$ cat config.mk
export PLATFORM = sky130hd
export DESIGN_NAME = pipelined_addsub
export DESIGN_NICKNAME = d
export VERILOG_FILES = /design/src/rtl/addsub_pkg.sv /design/src/rtl/pipelined_addsub_adder_slice.sv /design/src/rtl/pipelined_addsub.sv
export SDC_FILE = /design/constraint.sdc
export NUM_CORES = 1
export LEC_CHECK = 0
export BUFFER_PORTS_ARGS = -buffer_cell sky130_fd_sc_hd__buf_2
export CORE_ASPECT_RATIO = 1.2
export CORE_MARGIN = 5
export CORE_UTILIZATION = 45
export CTS_BUF_LIST = sky130_fd_sc_hd__clkbuf_16
export CTS_CLUSTER_DIAMETER = 150
export DETAILED_ROUTE_END_ITERATION = 16
export GPL_ROUTABILITY_DRIVEN = 0
export GPL_TIMING_DRIVEN = 0
export HOLD_SLACK_MARGIN = 0.08
export PLACE_DENSITY = 0.65
export REMOVE_ABC_BUFFERS = 1
export SLEW_MARGIN = 20
export SYNTH_ARGS = -nofsm -noshare
export SYNTH_HDL_FRONTEND = slang
export SYNTH_SLANG_ARGS = --single-unit
$ cat constraint.sdc
create_clock -name clk_i -period 6.2 [get_ports clk_i]
set_input_delay 0 -clock clk_i [delete_from_list [all_inputs] [get_ports clk_i]]
set_output_delay 0 -clock clk_i [all_outputs]
set_load 0.02 [all_outputs]
$ cat src/rtl/addsub_pkg.sv
// Shared definitions for the pipelined adder/subtractor.
//
// Contents:
//   slice_width()  - width of one carry-chain slice (one slice per stage)
//   stage_ctl_t    - per-stage control record {valid, carry}; the data half of
//                    each stage record (partial sum, remaining A, remaining B)
//                    changes width from stage to stage, so it is declared inside
//                    the stage generate block of the top
//   ovf()          - signed-overflow rule on the operand/result MSBs

package addsub_pkg;

   function automatic int slice_width(input int width, input int stages);
      return width / stages;
   endfunction

   typedef struct packed {
      logic valid;
      logic carry;
   } stage_ctl_t;

   // Overflow when both addends share a sign and the result sign differs.
   function automatic logic ovf(input logic a_msb, input logic b_msb, input logic s_msb);
      return (a_msb == b_msb) && (s_msb != a_msb);
   endfunction

endpackage

$ cat src/rtl/pipelined_addsub_adder_slice.sv
// Combinational SW-bit ripple-carry adder used as one slice of the pipelined
// carry chain.
//
// Ports:
//   a, b  in  SW  slice operands
//   cin   in  1   carry into bit 0
//   sum   out SW  slice sum
//   cout  out 1   carry out of bit SW-1

module adder_slice
   import addsub_pkg::*;
#(
   parameter int SW = 8
) (
   input  logic [SW-1:0] a,
   input  logic [SW-1:0] b,
   input  logic          cin,
   output logic [SW-1:0] sum,
   output logic          cout
);

   always_comb begin : ripple
      logic c;
      c   = cin;
      sum = '0;
      for (int i = 0; i < SW; i++) begin
         sum[i] = a[i] ^ b[i] ^ c;
         c      = (a[i] & b[i]) | (a[i] & c) | (b[i] & c);
      end
      cout = c;
   end

endmodule

$ cat src/rtl/pipelined_addsub.sv
// Pipelined WIDTH-bit adder/subtractor with carry/borrow-in and valid/ready
// handshakes. The carry chain is cut into STAGES slices of SW bits; stage k adds
// slice k and registers the finished low result bits, its carry-out and the
// operand bits that are still to be added. Latency STAGES, throughput 1/cycle.
//
// Ports:
//   clk_i        in   clock, rising edge
//   rst_ni       in   asynchronous active-low reset
//   flush_i      in   synchronous flush of all in-flight operations
//   in_valid_i   in   operands valid
//   in_ready_o   out  operands accepted this cycle (when in_valid_i)
//   a_i, b_i     in   operands
//   sub_i        in   0: a+b+carry_i   1: a-b-carry_i (borrow semantics)
//   carry_i      in   carry-in / borrow-in
//   out_valid_o  out  result valid
//   out_ready_i  in   downstream accepts result
//   sum_o        out  result modulo 2^WIDTH
//   carry_o      out  MSB carry-out (subtract: 1 = no borrow)
//   overflow_o   out  signed overflow
//   zero_o       out  sum_o == 0, qualified by out_valid_o

module pipelined_addsub
   import addsub_pkg::*;
#(
   parameter int WIDTH  = 32,
   parameter int STAGES = 4
) (
   input  logic             clk_i,
   input  logic             rst_ni,
   input  logic             flush_i,
   input  logic             in_valid_i,
   output logic             in_ready_o,
   input  logic [WIDTH-1:0] a_i,
   input  logic [WIDTH-1:0] b_i,
   input  logic             sub_i,
   input  logic             carry_i,
   output logic             out_valid_o,
   input  logic             out_ready_i,
   output logic [WIDTH-1:0] sum_o,
   output logic             carry_o,
   output logic             overflow_o,
   output logic             zero_o
);

   localparam int SW = slice_width(WIDTH, STAGES);

   logic             adv;
   logic [WIDTH-1:0] b_eff;
   logic             c0;

   // Global stall: the whole pipe moves only when the output slot can drain.
   assign adv        = out_ready_i | ~out_valid_o;
   assign in_ready_o = adv;

   // Subtraction as a + ~b + ~borrow.
   assign b_eff = sub_i ? ~b_i : b_i;
   assign c0    = carry_i ^ sub_i;

   for (genvar k = 0; k < STAGES; k++) begin : g_stage
      localparam int LO_W  = (k + 1) * SW;   // result bits complete after this stage
      localparam int REM_W = WIDTH - LO_W;   // operand bits still to be added

      logic [SW-1:0]   a_sl;
      logic [SW-1:0]   b_sl;
      logic [SW-1:0]   s_sl;
      logic            c_in;
      logic            c_out;
      logic            valid_in;
      logic [LO_W-1:0] sum_nxt;
      logic [LO_W-1:0] sum_q;
      stage_ctl_t      ctl_q;
      logic            valid_q;
      logic            carry_q;

      assign valid_q = ctl_q.valid;
      assign carry_q = ctl_q.carry;

      if (k == 0) begin : g_src
         assign a_sl     = a_i[SW-1:0];
         assign b_sl     = b_eff[SW-1:0];
         assign c_in     = c0;
         assign valid_in = in_valid_i;
         assign sum_nxt  = s_sl;
      end else begin : g_src
         assign a_sl     = g_stage[k-1].g_rem.a_rem[SW-1:0];
         assign b_sl     = g_stage[k-1].g_rem.b_rem[SW-1:0];
         assign c_in     = g_stage[k-1].carry_q;
         assign valid_in = g_stage[k-1].valid_q;
         assign sum_nxt  = {s_sl, g_stage[k-1].sum_q};
      end

      adder_slice #(
         .SW(SW)
      ) u_slice (
         .a    (a_sl),
         .b    (b_sl),
         .cin  (c_in),
         .sum  (s_sl),
         .cout (c_out)
      );

      // Data is loaded on every advance; only the valid bit is affected by a
      // flush, so stale data may remain behind a cleared valid.
      always_ff @(posedge clk_i or negedge rst_ni) begin
         if (!rst_ni) begin
            ctl_q <= '0;
            sum_q <= '0;
         end else begin
            if (flush_i) begin
               ctl_q.valid <= 1'b0;
            end else if (adv) begin
               ctl_q.valid <= valid_in;
            end
            if (adv) begin
               ctl_q.carry <= c_out;
               sum_q       <= sum_nxt;
            end
         end
      end

      // Upper operand slices travel with the operation, shrinking by one
      // slice per stage; the last stage has nothing left to carry.
      if (REM_W > 0) begin : g_rem
         logic [REM_W-1:0] a_nxt;
         logic [REM_W-1:0] b_nxt;
         logic [REM_W-1:0] a_rem;
         logic [REM_W-1:0] b_rem;

         if (k == 0) begin : g_src
            assign a_nxt = a_i[WIDTH-1:SW];
            assign b_nxt = b_eff[WIDTH-1:SW];
         end else begin : g_src
            assign a_nxt = g_stage[k-1].g_rem.a_rem[WIDTH-k*SW-1:SW];
            assign b_nxt = g_stage[k-1].g_rem.b_rem[WIDTH-k*SW-1:SW];
         end

         always_ff @(posedge clk_i or negedge rst_ni) begin
            if (!rst_ni) begin
               a_rem <= '0;
               b_rem <= '0;
            end else if (adv) begin
               a_rem <= a_nxt;
               b_rem <= b_nxt;
            end
         end
      end

      // The final slice holds the operand MSBs, so overflow is resolved here.
      if (k == STAGES - 1) begin : g_last
         logic ovf_q;

         always_ff @(posedge clk_i or negedge rst_ni) begin
            if (!rst_ni) begin
               ovf_q <= 1'b0;
            end else if (adv) begin
               ovf_q <= ovf(a_sl[SW-1], b_sl[SW-1], s_sl[SW-1]);
            end
         end
      end
   end

   assign out_valid_o = g_stage[STAGES-1].valid_q;
   assign sum_o       = g_stage[STAGES-1].sum_q;
   assign carry_o     = g_stage[STAGES-1].carry_q;
   assign overflow_o  = g_stage[STAGES-1].g_last.ovf_q;
   assign zero_o      = out_valid_o & ~|sum_o;

endmodule
==> impl_results.md <==
* Status: finished clean
* Clk_skew at 7.83 ps
* Avg WL per Cell at 12.6 µm
* Site Rows at 53
* RR Endpoint: overflow_o$_DFFE_PN0P_
* Worst path buffer plus inverter count at 3
* Clk Tree Root Cell: clkbuf_16
* Max-slew headroom at 29.9%
* Layout cells sized above 1 at 14.3%
* Fin crit share at 66.9%
* Post-route DRC at 0
* Critical Path AT at 4440 ps
* First-pass GRT wire length at 27.6 mm
* Clk buf depth at 2
* Placed Cells at 1133
* Die width at 131 µm
* Setup_tns at 0 ps
* Non-filler cells, final at 1233
* CP max FO at 33
* Slowest CP cell: buf_2
* CTS clk-pin slew, worst paths at 70 ps
* DRT iter0 DRCs at 320
* CP Capture Type: flip-flop
* Number of nets in the layout at 1104
* Cell family with most CP delay: adder cells
* Sequential area share after synthesis at 58.2%
* Largest net degree at the start of global routing at 115
* Fill cell count at 1563
* Req. time, crit path at 6490 ps
* First-pass DRT Iterations at 4
* #FFs+latches synth at 185
* Post-CTS resize count at 0
* Hold Path Class: in -> async
* Synth unique cells at 22
* Storage cell area at 4630 µm²
* R2r setup slk at 2190 ps
* Max stage delay on crit path at 780 ps
* Area Overhead vs Synth at 26.1%
* Worst setup margin at 2050 ps
* Layout Utilization at 57.6%
* Core area at 17400 µm²
* Gr usage total at 16.3%
* Vias in the first global route at 5682
* Post-Synthesis Cells at 842
* H-tree Lvls at 4
* Die area at 20500 µm²
* Crit path from: sub_i
* Port buffer count at 107
* Vias per inst at 4.59
* Critical path launch point type: input pin
* CTS Buf Count at 17
* CP Depth at 12
* Worst skew pair latency at 420 ps
* Min Clock Period, post-route at 4150 ps
* Yosys warnings at 0
* RSZ-0062 raised after global routing: no
* ANT nets after route at 0
* FMAX at 0.241 GHz
* Mean Syn Cell Area at 9.45 µm²
* GRT overflow at 0
* Final setup viols at 0
* I/O Pins at 108
* Die height at 156 µm
* Final WL at 15.6 mm
* Crit path capture: g_stage[0].sum_q[6]$_DFFE_PN0P_
* Cell Chain, Critical Path: buf_2, xor2_1, fa_1, fa_1, inv_1, fa_1, fa_1, fa_1, fa_1, fa_1, dlygate4sd3_1, a21oi_1
* Crit path kind: in -> reg
* Final hold vios at 0
* Mapped Area at 7960 µm²
* Setup bufs post-CTS at 0
* Most frequent cell on the critical path: fa_1
* Max cap viols at 0
* Leakage at 5.02 nW
* Post-placement worst setup slack at 1680 ps
* Max VDD drop at 0.186 mV
* R2r startpoint: g_stage[2].carry_q$_DFFE_PN0P_
* Most frequent cells in the layout: nand2_1, dfrtp_1, buf_2
* Multi-input gate area at 3000 µm²
* Most common cell after layout, fill and taps aside: nand2_1
* Post-DP HPWL at 9.93 mm
* PwrDens at 328 nW/µm²
* # diodes at 0
* Initial antenna violation count at 0
* CTS tree: yes
* Tightest Pin Transition at 1050 ps
* Worst r2r path cells at 13
* Initial Util at 45.6%
* Vias post-DR at 5663
* Slew Viols, Final at 0
* CTS sink count at 185
[worst reg2reg max path, stage by stage, from the launching register on]
cell and delay (ps):
dfrtp_1 370, inv_1 80, fa_1 180, inv_1 50, fa_1 370, fa_1 400, fa_1 390, fa_1 420
fa_1 420, fa_1 370, inv_1 80, fa_1 450, xor2_1 160, o31ai_1 180
[how the worst min path moves through the flow]
stage,from,cells past startpoint,slack [ps],to
global route,rst_ni,3,130,g_stage[0].g_rem.b_rem[6]$_DFFE_PN0P_
finish,rst_ni,3,110,g_stage[0].g_rem.a_rem[6]$_DFFE_PN0P_
detailed placement,rst_ni,1,-100,g_stage[0].g_rem.a_rem[6]$_DFFE_PN0P_
global placement,a_i[29],3,200,g_stage[0].g_rem.a_rem[21]$_DFFE_PN0P_
CTS,rst_ni,3,100,g_stage[0].g_rem.a_rem[6]$_DFFE_PN0P_
floorplan,rst_ni,0,-300,carry_o$_DFFE_PN0P_
[synthesized netlist by cell type]
cell	n	area share (%)
nor2_1	17	0.80
inv_2	1	0.047
dfrtp_1	185	58
buf_4	4	0.38
nor2b_2	1	0.11
buf_2	31	1.9
fa_1	32	8.0
xnor2_1	27	3.0
inv_1	28	1.3
o31ai_1	1	0.094
o21ai_0	35	2.2
clkbuf_1	8	0.38
a21oi_1	17	1.1
nor4_1	6	0.47
nand4_1	2	0.16
or3_1	1	0.079
nand2_1	435	21
ha_1	1	0.16
nor4b_1	1	0.11
nor3_1	1	0.063
buf_6	1	0.14
xor2_1	7	0.77
[cells by family after synthesis]
group / after synthesis / synth area share (%)
flip-flops: 185 / 58.2
adder cells (fa/ha/maj): 33 / 8.21
XOR/XNOR: 34 / 3.74
AO/OA/AOI/OAI: 53 / 3.36
AND/OR/NAND/NOR: 464 / 22.3
buffers and inverters: 73 / 4.21
[stage by stage]
stage                     hold WS (ps)  instance area (µm²)  total power, mW
after floorplan                   -296                 7730             1.96
after global placement             197                 8540             2.18
after detailed placement         -98.1                 8760             2.21
after CTS                          105                10000             3.34
after global routing               133                10000             3.50
final                              114                10000             3.29
[where the power goes]
part / switching (mW) / internal, mW / leakage, nW / total [mW]
Sequential: 0.155 / 1.45 / 2.17 / 1.60
Combinational: 0.353 / 0.266 / 2.57 / 0.619
Clock: 0.444 / 0.627 / 0.284 / 1.07
[layout make-up]
| cell class | count | share of cell area (%) |
|---|---|---|
| timing repair buffer | 183 | 14.3 |
| clock buffer | 17 | 4.24 |
| tap | 220 | 2.74 |
| clock inverter | 15 | 1.57 |
| inverter | 29 | 1.16 |
| multi-input combinational | 584 | 29.9 |
| sequential | 185 | 46.1 |
[sequential cells by signal, indices dropped and copies added (netlist names)]
signal and flops:
g_stage.sum_q 48, g_stage.valid_q 3, g_stage.g_rem.b_rem 48, overflow_o 1, carry_o 1, sum_o 32, out_valid_o 1, g_stage.carry_q 3
g_stage.g_rem.a_rem 48
[timing repair]
action                     in CTS  in global routing
hold endpoints to repair      191                  0
setup endpoints to repair       0                  0
hold buffers                   68                  0
[per-layer routing]
metal  global-route usage, %  up-vias  share of wire (%)
met5                       0        -                  0
met4                    6.27        0                2.0
met3                    3.58       25                3.2
met2                    27.7       83                 51
met1                    20.7     2680                 43
li1                        -     2875                  -
Power figures use the tool's default switching activity.
